## src/rtl/uart_fifo_wb_if.sv

```systemverilog
// Bus-side signal bundle for the uart_fifo_wb Wishbone-style slave.
interface uart_fifo_wb_if;
  logic [1:0] wb_addr;
  logic [7:0] wb_data_in;
  logic [7:0] wb_data_out;
  logic       wb_we;
  logic       wb_stb;
  logic       wb_ack;

  modport master (output wb_addr, wb_data_in, wb_we, wb_stb, input wb_data_out, wb_ack);
  modport slave  (input wb_addr, wb_data_in, wb_we, wb_stb, output wb_data_out, wb_ack);
endinterface

```

## src/rtl/uart_fifo_wb.sv

```systemverilog
// Full-duplex UART with TX/RX FIFOs, programmable divisor, sticky error flags and irq,
// behind a single-clock Wishbone-style register slave.
module uart_fifo_wb #(
  parameter int CLK_HZ       = 12000000,
  parameter int DEFAULT_BAUD = 115200,
  parameter int FIFO_DEPTH   = 16,
  parameter int DATA_BITS    = 8
) (
  input  logic          clk,
  input  logic          reset_n,
  uart_fifo_wb_if.slave bus,
  output logic          tx_bit,
  input  logic          rx_bit,
  output logic          irq
);
  localparam int              AW       = $clog2(FIFO_DEPTH);
  localparam int              BW       = $clog2(DATA_BITS);
  localparam logic [15:0]     DIV_RST  = 16'(CLK_HZ / DEFAULT_BAUD - 1);
  localparam logic [BW-1:0]   IDX_LAST = BW'(DATA_BITS - 1);
  localparam logic [AW:0]     PTR_ONE  = (AW+1)'(1);

  typedef enum logic [1:0] {S_IDLE, S_START, S_DATA, S_STOP} state_e;

  logic                 ack_q, ack_d, irq_q, irq_d;
  logic [7:0]           dout_q, dout_d;
  logic [15:0]          div_q, div_d, div_eff;
  logic                 txovf_q, txovf_d, rxovr_q, rxovr_d, frerr_q, frerr_d;
  logic [AW:0]          tx_wp_q, tx_wp_d, tx_rp_q, tx_rp_d, rx_wp_q, rx_wp_d, rx_rp_q, rx_rp_d;
  logic [DATA_BITS-1:0] tx_mem_q [FIFO_DEPTH];
  logic [DATA_BITS-1:0] rx_mem_q [FIFO_DEPTH];

  state_e               tx_state_q, tx_state_d, rx_state_q, rx_state_d;
  logic [15:0]          tx_cnt_q, tx_cnt_d, tx_div_q, tx_div_d;
  logic [15:0]          rx_cnt_q, rx_cnt_d, rx_div_q, rx_div_d, rx_half;
  logic [DATA_BITS-1:0] tx_sh_q, tx_sh_d, rx_sh_q, rx_sh_d;
  logic [BW-1:0]        tx_idx_q, tx_idx_d, rx_idx_q, rx_idx_d;
  logic                 tx_out_q, tx_out_d;
  logic                 rx_s1_q, rx_s1_d, rx_s2_q, rx_s2_d, rx_prev_q, rx_prev_d;

  logic       acc, wr_en, rd_en;
  logic       tx_full, tx_empty, rx_full, rx_empty;
  logic       tx_push, tx_pop, rx_push, rx_pop;
  logic       txovf_set, rxovr_set, frerr_set, w1c_sel, rx_fall;
  logic [7:0] status, rdata;

  // A held strobe only re-qualifies after ack drops, so each ack carries one side effect.
  assign acc   = bus.wb_stb & ~ack_q;
  assign wr_en = acc & bus.wb_we;
  assign rd_en = acc & ~bus.wb_we;

  assign tx_empty = (tx_wp_q == tx_rp_q);
  assign tx_full  = (tx_wp_q[AW] != tx_rp_q[AW]) && (tx_wp_q[AW-1:0] == tx_rp_q[AW-1:0]);
  assign rx_empty = (rx_wp_q == rx_rp_q);
  assign rx_full  = (rx_wp_q[AW] != rx_rp_q[AW]) && (rx_wp_q[AW-1:0] == rx_rp_q[AW-1:0]);

  assign tx_push   = wr_en && bus.wb_addr == 2'd0 && !tx_full;
  assign txovf_set = wr_en && bus.wb_addr == 2'd0 && tx_full;
  assign rx_pop    = rd_en && bus.wb_addr == 2'd0 && !rx_empty;
  assign w1c_sel   = wr_en && bus.wb_addr == 2'd1;

  assign div_eff = (div_q < 16'd3) ? 16'd3 : div_q;
  assign status  = {txovf_q, tx_state_q != S_IDLE, frerr_q, rxovr_q, rx_full, ~rx_empty, tx_empty, tx_full};

  assign bus.wb_ack      = ack_q;
  assign bus.wb_data_out = dout_q;
  assign tx_bit          = tx_out_q;
  assign irq             = irq_q;

  always_comb begin
    rdata = '0;
    case (bus.wb_addr)
      2'd0:    if (!rx_empty) rdata[DATA_BITS-1:0] = rx_mem_q[rx_rp_q[AW-1:0]];
      2'd1:    rdata = status;
      2'd2:    rdata = div_q[7:0];
      default: rdata = div_q[15:8];
    endcase
  end

  always_comb begin
    ack_d   = bus.wb_stb & ~ack_q;
    dout_d  = rd_en ? rdata : 8'h00;
    div_d   = div_q;
    if (wr_en && bus.wb_addr == 2'd2) div_d[7:0]  = bus.wb_data_in;
    if (wr_en && bus.wb_addr == 2'd3) div_d[15:8] = bus.wb_data_in;
    txovf_d = txovf_set | (txovf_q & ~(w1c_sel & bus.wb_data_in[7]));
    rxovr_d = rxovr_set | (rxovr_q & ~(w1c_sel & bus.wb_data_in[4]));
    frerr_d = frerr_set | (frerr_q & ~(w1c_sel & bus.wb_data_in[5]));
    irq_d   = ~rx_empty | rxovr_q | frerr_q | txovf_q;
    tx_wp_d = tx_wp_q + (tx_push ? PTR_ONE : '0);
    tx_rp_d = tx_rp_q + (tx_pop  ? PTR_ONE : '0);
    rx_wp_d = rx_wp_q + (rx_push ? PTR_ONE : '0);
    rx_rp_d = rx_rp_q + (rx_pop  ? PTR_ONE : '0);
  end

  // TX: the shifter keeps the current bit in [0]; STOP chains straight into the next START.
  always_comb begin
    tx_state_d = tx_state_q;
    tx_cnt_d   = tx_cnt_q + 16'd1;
    tx_div_d   = tx_div_q;
    tx_sh_d    = tx_sh_q;
    tx_idx_d   = tx_idx_q;
    tx_out_d   = tx_out_q;
    tx_pop     = 1'b0;
    case (tx_state_q)
      S_IDLE: begin
        tx_cnt_d = '0;
        if (!tx_empty) begin
          tx_pop     = 1'b1;
          tx_sh_d    = tx_mem_q[tx_rp_q[AW-1:0]];
          tx_div_d   = div_eff;
          tx_state_d = S_START;
          tx_out_d   = 1'b0;
        end
      end
      S_START: if (tx_cnt_q == tx_div_q) begin
        tx_cnt_d   = '0;
        tx_idx_d   = '0;
        tx_state_d = S_DATA;
        tx_out_d   = tx_sh_q[0];
      end
      S_DATA: if (tx_cnt_q == tx_div_q) begin
        tx_cnt_d = '0;
        if (tx_idx_q == IDX_LAST) begin
          tx_state_d = S_STOP;
          tx_out_d   = 1'b1;
        end else begin
          tx_idx_d = tx_idx_q + BW'(1);
          tx_sh_d  = tx_sh_q >> 1;
          tx_out_d = tx_sh_q[1];
        end
      end
      default: if (tx_cnt_q == tx_div_q) begin
        tx_cnt_d = '0;
        if (!tx_empty) begin
          tx_pop     = 1'b1;
          tx_sh_d    = tx_mem_q[tx_rp_q[AW-1:0]];
          tx_div_d   = div_eff;
          tx_state_d = S_START;
          tx_out_d   = 1'b0;
        end else begin
          tx_state_d = S_IDLE;
          tx_out_d   = 1'b1;
        end
      end
    endcase
  end

  assign rx_fall = rx_prev_q & ~rx_s2_q;
  assign rx_half = 16'({1'b0, rx_div_q[15:1]}) + {15'd0, rx_div_q[0]};

  always_comb begin
    rx_s1_d    = rx_bit;
    rx_s2_d    = rx_s1_q;
    rx_prev_d  = rx_s2_q;
    rx_state_d = rx_state_q;
    rx_cnt_d   = rx_cnt_q + 16'd1;
    rx_div_d   = rx_div_q;
    rx_sh_d    = rx_sh_q;
    rx_idx_d   = rx_idx_q;
    rx_push    = 1'b0;
    rxovr_set  = 1'b0;
    frerr_set  = 1'b0;
    case (rx_state_q)
      S_IDLE: begin
        rx_cnt_d = '0;
        if (rx_fall) begin
          rx_div_d   = div_eff;
          rx_state_d = S_START;
        end
      end
      S_START: if (rx_cnt_q == rx_half) begin
        rx_cnt_d   = '0;
        rx_idx_d   = '0;
        rx_state_d = rx_s2_q ? S_IDLE : S_DATA;
      end
      S_DATA: if (rx_cnt_q == rx_div_q) begin
        rx_cnt_d = '0;
        rx_sh_d  = {rx_s2_q, rx_sh_q[DATA_BITS-1:1]};
        if (rx_idx_q == IDX_LAST) rx_state_d = S_STOP;
        else                      rx_idx_d   = rx_idx_q + BW'(1);
      end
      default: if (rx_cnt_q == rx_div_q) begin
        rx_state_d = S_IDLE;
        if (!rx_s2_q)     frerr_set = 1'b1;
        else if (rx_full) rxovr_set = 1'b1;
        else              rx_push   = 1'b1;
      end
    endcase
  end

  always_ff @(posedge clk) begin
    if (tx_push) tx_mem_q[tx_wp_q[AW-1:0]] <= bus.wb_data_in[DATA_BITS-1:0];
    if (rx_push) rx_mem_q[rx_wp_q[AW-1:0]] <= rx_sh_q;
  end

  always_ff @(posedge clk) begin
    if (!reset_n) begin
      ack_q      <= 1'b0;
      dout_q     <= '0;
      irq_q      <= 1'b0;
      div_q      <= DIV_RST;
      txovf_q    <= 1'b0;
      rxovr_q    <= 1'b0;
      frerr_q    <= 1'b0;
      tx_wp_q    <= '0;
      tx_rp_q    <= '0;
      rx_wp_q    <= '0;
      rx_rp_q    <= '0;
      tx_state_q <= S_IDLE;
      tx_cnt_q   <= '0;
      tx_div_q   <= '0;
      tx_sh_q    <= '0;
      tx_idx_q   <= '0;
      tx_out_q   <= 1'b1;
      rx_s1_q    <= 1'b1;
      rx_s2_q    <= 1'b1;
      rx_prev_q  <= 1'b1;
      rx_state_q <= S_IDLE;
      rx_cnt_q   <= '0;
      rx_div_q   <= '0;
      rx_sh_q    <= '0;
      rx_idx_q   <= '0;
    end else begin
      ack_q      <= ack_d;
      dout_q     <= dout_d;
      irq_q      <= irq_d;
      div_q      <= div_d;
      txovf_q    <= txovf_d;
      rxovr_q    <= rxovr_d;
      frerr_q    <= frerr_d;
      tx_wp_q    <= tx_wp_d;
      tx_rp_q    <= tx_rp_d;
      rx_wp_q    <= rx_wp_d;
      rx_rp_q    <= rx_rp_d;
      tx_state_q <= tx_state_d;
      tx_cnt_q   <= tx_cnt_d;
      tx_div_q   <= tx_div_d;
      tx_sh_q    <= tx_sh_d;
      tx_idx_q   <= tx_idx_d;
      tx_out_q   <= tx_out_d;
      rx_s1_q    <= rx_s1_d;
      rx_s2_q    <= rx_s2_d;
      rx_prev_q  <= rx_prev_d;
      rx_state_q <= rx_state_d;
      rx_cnt_q   <= rx_cnt_d;
      rx_div_q   <= rx_div_d;
      rx_sh_q    <= rx_sh_d;
      rx_idx_q   <= rx_idx_d;
    end
  end
endmodule

```

## src/flat_wrapper.sv

```systemverilog
// flat-port wrapper written by rule: the top's interface ports become plain ports
module uart_fifo_wb_flat 
#(
  parameter int CLK_HZ       = 12000000,
  parameter int DEFAULT_BAUD = 115200,
  parameter int FIFO_DEPTH   = 16,
  parameter int DATA_BITS    = 8
)
  (clk, reset_n, tx_bit, rx_bit, irq, bus_wb_addr, bus_wb_data_in, bus_wb_we, bus_wb_stb, bus_wb_data_out, bus_wb_ack);
  uart_fifo_wb_if bus_i ();
  input  logic clk;
  input  logic reset_n;
  output logic tx_bit;
  input  logic rx_bit;
  output logic irq;
  input wire logic [$bits(bus_i.wb_addr)-1:0] bus_wb_addr;
  input wire logic [$bits(bus_i.wb_data_in)-1:0] bus_wb_data_in;
  input wire logic [$bits(bus_i.wb_we)-1:0] bus_wb_we;
  input wire logic [$bits(bus_i.wb_stb)-1:0] bus_wb_stb;
  output wire logic [$bits(bus_i.wb_data_out)-1:0] bus_wb_data_out;
  output wire logic [$bits(bus_i.wb_ack)-1:0] bus_wb_ack;
  assign bus_i.wb_addr = bus_wb_addr;
  assign bus_i.wb_data_in = bus_wb_data_in;
  assign bus_i.wb_we = bus_wb_we;
  assign bus_i.wb_stb = bus_wb_stb;
  assign bus_wb_data_out = bus_i.wb_data_out;
  assign bus_wb_ack = bus_i.wb_ack;
  uart_fifo_wb #(.CLK_HZ(CLK_HZ), .DEFAULT_BAUD(DEFAULT_BAUD), .FIFO_DEPTH(FIFO_DEPTH), .DATA_BITS(DATA_BITS)) u_core (.clk(clk), .reset_n(reset_n), .bus(bus_i), .tx_bit(tx_bit), .rx_bit(rx_bit), .irq(irq));
endmodule
```

## config.mk

```make
export PLATFORM = sky130hd
export DESIGN_NAME = uart_fifo_wb_flat
export DESIGN_NICKNAME = d
export VERILOG_FILES = /design/src/rtl/uart_fifo_wb_if.sv /design/src/rtl/uart_fifo_wb.sv /design/src/flat_wrapper.sv
export SDC_FILE = /design/constraint.sdc
export NUM_CORES = 1
export LEC_CHECK = 0
export CAP_MARGIN = 10
export CORE_ASPECT_RATIO = 1.4
export CORE_UTILIZATION = 45
export DETAILED_ROUTE_END_ITERATION = 7
export GPL_TIMING_DRIVEN = 1
export MAX_ROUTING_LAYER = met4
export PLACE_DENSITY = 0.61
export SLEW_MARGIN = 20
export SYNTH_ARGS = -nofsm -noshare
export SYNTH_HDL_FRONTEND = slang
export SYNTH_SLANG_ARGS = --single-unit
```

## constraint.sdc

```tcl
create_clock -name clk -period 4.1 [get_ports clk]
set_input_delay 0.615 -clock clk [delete_from_list [all_inputs] [get_ports clk]]
set_output_delay 0.615 -clock clk [all_outputs]
set_load 0.03 [all_outputs]
```

---- After elaboration in Yosys (flattened, before gate mapping) ----
Memories as Yosys holds them, arrays and structs flattened. A register that Yosys moved wholly into a read port is not among the register bits.
Cells that the tools add are included.
cells by class
  equal/unequal tests ..................... 28
  add/sub/neg operators ................... 9
  bitwise gates (word level) .............. 26
  multiplexer cells ....................... 67
  magnitude comparators ................... 1
  reduce and logical (&&, ||, !) cells .... 33
operator list
  operator                 number
  $mux W16                 5
  $eq A16 B16 Y1           3
  $pmux W16 S3             1
  $pmux W8 S3              2
  $mux W8                  5
  $add A16 B1 Y16 const B  2
  $pmux W16 S2             1
  $mux W1                  28
  $mux W2                  11
  $add A5 B5 Y5            4
  $mux W3                  6
  $add A15 B1 Y16          1
  $lt A16 B2 Y1 const B    1
  $reduce_and A4 Y1        4
  $ne A2 B1 Y1 const B     7
  $pmux W2 S3              2
  $pmux W3 S2              2
  $and A1 B1 Y1            10
  $eq A5 B5 Y1             2
  $logic_and A1 B1 Y1      10
  $not A1 Y1               10
  $reduce_and A5 Y1        2
  $eq A2 B2 Y1 const B     4
  $eq A4 B4 Y1             2
  other kinds (16)         39
word-level totals
  logic and storage cells ................. 192
  memory bits (writable) .................. 256
  output and inout bits ................... 11
  bits of input ports ..................... 15
  register bits after elaboration ......... 143
  memories kept ........................... 2
memory list
  memory           words  bits a word  read ports  clocked after memory_dff  wr ports  RTL line            source
  u_core.rx_mem_q  16     8            1           1                         1         uart_fifo_wb.sv:30  logic [DATA_BITS-1:0] rx_mem_q [FIFO_DEPTH];
  u_core.tx_mem_q  16     8            1           1                         1         uart_fifo_wb.sv:29  logic [DATA_BITS-1:0] tx_mem_q [FIFO_DEPTH];

---- Logic depth before layout (Yosys ltp) ----
  word-level depth ........................ 8
  mapped depth ............................ 12
  depth with buffers taken out ............ 10

---- Least setup slack after synthesis ----
OpenSTA, ideal clock, no wires.
  path type ............................... input port to flip-flop
  from .................................... input bus_wb_stb
  to ...................................... memory u_core.tx_mem_q[0][0] (enable)
  required time ........................... 3,717 ps
  path slack .............................. 1,424 ps
  path buffers ............................ 0
  data arrival time ....................... 2,293 ps
  setup time .............................. 383 ps
  cell stages on the path ................. 5
  cells stage by stage .................... nor2b_1 -> nand2_1 -> nor4_2 -> or3b_2 -> nor3_1
on the way
  cells in the longest elaborated chain, start to end .. 6
RTL lines
  element                           RTL line             source
  start, declared                   flat_wrapper.sv:19   input wire logic [$bits(bus_i.wb_stb)-1:0] bus_wb_stb;
  $and A1 B1 Y1                     uart_fifo_wb.sv:47   assign acc = bus.wb_stb & ~ack_q;
  $and A1 B1 Y1                     uart_fifo_wb.sv:48   assign wr_en = acc & bus.wb_we;
  $logic_and A1 B1 Y1 (2 in a row)  uart_fifo_wb.sv:56   assign tx_push = wr_en && bus.wb_addr == 2'd0 && !tx_full;
  $mux W1                           uart_fifo_wb.sv:192  if (tx_push) tx_mem_q[tx_wp_q[AW-1:0]] <= bus.wb_data_in[DATA_BITS-1:0];
  $mux W1 (implied by the code)     uart_fifo_wb.sv:192
  end, declared                     uart_fifo_wb.sv:29
No other way between the ends.

---- Final worst setup path ----
  from .................................... register u_core.rx_cnt_q[2]
  to ...................................... memory u_core.rx_mem_q[3][4] (enable)
on the way
  cells in the longest elaborated chain, start to end .. 5
RTL lines
  element                        RTL line             source
  start, declared                uart_fifo_wb.sv:34   logic [15:0] rx_cnt_q, rx_cnt_d, rx_div_q, rx_div_d, rx_half;
  start signal, assigned         uart_fifo_wb.sv:245  rx_cnt_q <= rx_cnt_d;
  $eq A16 B16 Y1                 uart_fifo_wb.sv:182  default: if (rx_cnt_q == rx_div_q) begin
  $mux W1                        uart_fifo_wb.sv:182
  $mux W1                        uart_fifo_wb.sv:163  case (rx_state_q)
  $mux W1                        uart_fifo_wb.sv:193  if (rx_push) rx_mem_q[rx_wp_q[AW-1:0]] <= rx_sh_q;
  $mux W1 (implied by the code)  uart_fifo_wb.sv:193
  end, declared                  uart_fifo_wb.sv:30
No other way between the ends.

==> impl_metrics.tcl <==
set metrics [dict create \
    status "finished, final reports clean" \
    critPathMaxFanout 9 \
    first_pass_iters 5 \
    die-area_um2 38390 \
    antenna_left 0 \
    routed_wl_mm 37.46 \
    min_period_ns 3.318 \
    ios 26 \
    grt_pass1_vias 10040 \
    skew_ns 0.01655 \
    drv_slew 0 \
    rsz0062_at_grt "no" \
    power_density_nw_per_um2 483.0 \
    ys_seq_area_frac 0.6235 \
    async_reset_ff_frac 0 \
    cts_tree "done" \
    cp.arrival_ns 3.51 \
    yosys.area.top_type "edfxtp_1" \
    maxSlewHeadroom 0.3717 \
    hold-path-endpoint "u_core.rx_prev_d$_SDFF_PN1_" \
    die_h_um 231.4 \
    synthToLayoutAreaGrowth_pct 12.43 \
    initial_core_util 0.4590 \
    seq_power_share 0.479 \
    met2_usage 0.3641 \
    p_int_mw 6.947 \
    layout.nets 1293 \
    setup.worst_path.class "reg2reg" \
    grt_max_degree 35 \
    vdd_ir_drop_max_mv 0.3658 \
    r2r_cells 7 \
    synth.avg_cell_area_um2 13.70 \
    worstPathCellList "xnor2_1 -> nand4_1 -> nor4_4 -> nand3_2 -> nor3_2 -> or3b_1 -> nor2_1" \
    vias_per_cell 5.640 \
    cts_resized 0 \
    cts_setup_buffers 0 \
    portBuffers 25 \
    comb_power_share 0.109 \
    coreArea_um2 36870 \
    clockBufferDepth 3 \
    layout_setup_ws_ns 0.7823 \
    slowest_stage "nor2_1" \
    grt_pass1_wl_mm 58.85 \
    drive_gt1_frac 0.1603 \
    gp_congestion 0.8737 \
    layout_commonest_cell "edfxtp_1" \
    multi_input_area_um2 5938 \
    filler_cell_count 3042 \
    std_cell_rows 83 \
    grt_antenna_before_repair 0 \
    p_switching_mw 2.241 \
    gr-max-usage-layer "met2" \
    hold_start "u_core.rx_s1_q$_SDFF_PN1_" \
    r2r-start "u_core.rx_cnt_q[2]$_SDFF_PN0_" \
    cts_buffers 41 \
    yosys_register_bits 399 \
    ctsRootBufferMaster "clkbuf_16" \
    slowest_delay_ns 0.60 \
    max_freq_ghz 0.3014 \
    start_kind "flip-flop" \
    r2r_end "u_core.rx_mem_q[3][4]$_DFFE_PP_" \
    stdcell_area_um2 19020 \
    setup_viol 0 \
    overflow 0 \
    cts_hold_buffers 0 \
    crit_buf_inv 0 \
    leakage_nw 6.029 \
    insertion_delay_ns 0.55 \
    synth_top_area_frac 0.4543 \
    cts_sinks 399 \
    fp.dieW_um 165.9 \
    netlist_top_cells_area "edfxtp_1 45%, dfxtp_1 17%, mux4_2 11%" \
    synth_cell_types 61 \
    syn_area_um2 16920 \
    fin_crit_sh 0.8092 \
    use_met1 0.2479 \
    netlist_instances 1235 \
    r2r_slack_ns 0.78 \
    p_total_mw 9.188 \
    yosysWarningCount 0 \
    grtUsageTotal 0.2071 \
    fin_setup_tns_ns 0 \
    final_cell_mix "256 x edfxtp_1, 141 x dfxtp_1, 121 x nor2_1" \
    final_hold_viol_count 0 \
    place_ws_ns 0.8281 \
    place_hpwl_mm 25.28 \
    maxCapViolations 0 \
    ys.flop_type "edfxtp_1" \
    critical_path_required_ns 4.29 \
    via_count 9915 \
    seq_area_um2 10550 \
    drtIter0Drc 766 \
    p_sw_frac 0.2439 \
    worst_slew_pin_slew_ns 0.9395 \
    hp-class "reg2reg" \
    end_kind "flip-flop" \
    cp_top_family "simple AND/OR/NAND/NOR gates" \
    grt_util_met3 0.02357 \
    cts_max_level 2 \
    clkPwrFrac 0.411 \
    diodes 0 \
    syn_nets 1270 \
    placed_area_um2 17640 \
    synth-edff-count 256 \
    drc 0 \
    worst_setup_hold_path_clk_slew_ns 0.07 \
    post_drt_wl_per_cell_um 21.31 \
    hold_path_depth 1 \
]
==> logic make-up (layout without fill, tap and decap cells) <==
| logic type | Yosys count | after routing | share of synthesized area |
|---|---|---|---|
| compound gates | 130 | 130 | 0.04895 |
| xor+xnor | 99 | 99 | 0.05124 |
| fa+ha+maj | 20 | 20 | 0.01479 |
| buf+inv | 95 | 151 | 0.02558 |
| flops | 399 | 399 | 0.6235 |
| mux | 115 | 115 | 0.1273 |
| simple gates | 377 | 377 | 0.1087 |
==> cell type report <==
| cell class | count | share of cell area |
|---|---|---|
| well taps | 467 | 0.03071 |
| repair buffers | 60 | 0.02696 |
| multi-input cells | 741 | 0.3121 |
| clock inverters | 28 | 0.01565 |
| flip-flops and latches | 399 | 0.5547 |
| clock buffers | 48 | 0.05689 |
| inverters | 15 | 0.002960 |
==> layer usage <==
metal / share of wire / vias to the layer above
li1: - / 4656
met1: 0.41 / 4954
met2: 0.52 / 224
met3: 0.036 / 81
met4: 0.033 / 0
met5: 0 / -
==> cells in the mapped netlist, types with 20 or more instances <==
cell type  instances
edfxtp_1         256
dfxtp_1          143
nor2_1           121
nand2_1          109
mux4_2            80
xnor2_1           73
clkbuf_1          43
a21oi_1           40
mux2i_1           34
o21ai_0           34
nand3_1           32
xor2_1            26
nor3_1            22
buf_2             21
ha_1              20
==> power by group through the flow <==
stage,Clock [mW],Sequential [mW],Combinational [mW]
after detailed placement,0,4.49,1.02
after CTS,3.86,4.40,1.02
final,3.78,4.40,1.00
after global placement,0,4.49,1.02
after floorplan,0,4.48,0.785
after global routing,4.01,4.41,1.11
==> worst max path at each step <==
stage                                    start                               to  slack, ns  depth (start not counted)
3_3_place_gp   u_core.rx_div_q[4]$_SDFFE_PN0P_  u_core.rx_mem_q[2][6]$_DFFE_PP_       0.87                          7
4_1_cts          u_core.rx_cnt_q[2]$_SDFF_PN0_  u_core.rx_mem_q[2][5]$_DFFE_PP_       0.81                          7
3_5_place_dp     u_core.rx_cnt_q[2]$_SDFF_PN0_  u_core.rx_mem_q[2][6]$_DFFE_PP_       0.83                          7
6_report         u_core.rx_cnt_q[2]$_SDFF_PN0_  u_core.rx_mem_q[3][4]$_DFFE_PP_       0.78                          7
2_1_floorplan                       bus_wb_stb  u_core.tx_mem_q[0][0]$_DFFE_PP_       1.42                          5
5_1_grt          u_core.rx_cnt_q[2]$_SDFF_PN0_  u_core.rx_mem_q[0][7]$_DFFE_PP_       0.60                          7
==> sequential cells by signal, summed over array words and instances, names as in the netlist, 8 cells and up <==
| signal | cells |
|---|---|
| u_core.rx_div_q | 16 |
| u_core.div_q | 16 |
| u_core.rx_cnt_q | 16 |
| u_core.tx_sh_q | 8 |
| u_core.tx_cnt_q | 16 |
| u_core.rx_sh_q | 8 |
| u_core.rx_mem_q | 128 |
| u_core.tx_div_q | 16 |
| u_core.tx_mem_q | 128 |
| u_core.bus.wb_data_out | 8 |
==> worst register-to-register path, cell delays in order (launching register included) <==
cell	delay, ns
dfxtp_1	0.51
xnor2_1	0.19
nand4_1	0.18
nor4_4	0.43
nand3_2	0.16
nor3_2	0.41
or3b_1	0.47
nor2_1	0.60
==> metrics by stage <==
stage / hold WS, ns / utilization / instances
4_1_cts: 0.4441 / 0.5160 / 1758
3_5_place_dp: 0.4143 / 0.4786 / 1682
5_1_grt: 0.4801 / 0.5160 / 1758
6_report: 0.4360 / 0.5160 / 1758
2_1_floorplan: 0.3863 / - / 1235
3_3_place_gp: 0.4421 / 0.4786 / 1682
Note: power is estimated with default switching activity, not from simulation.
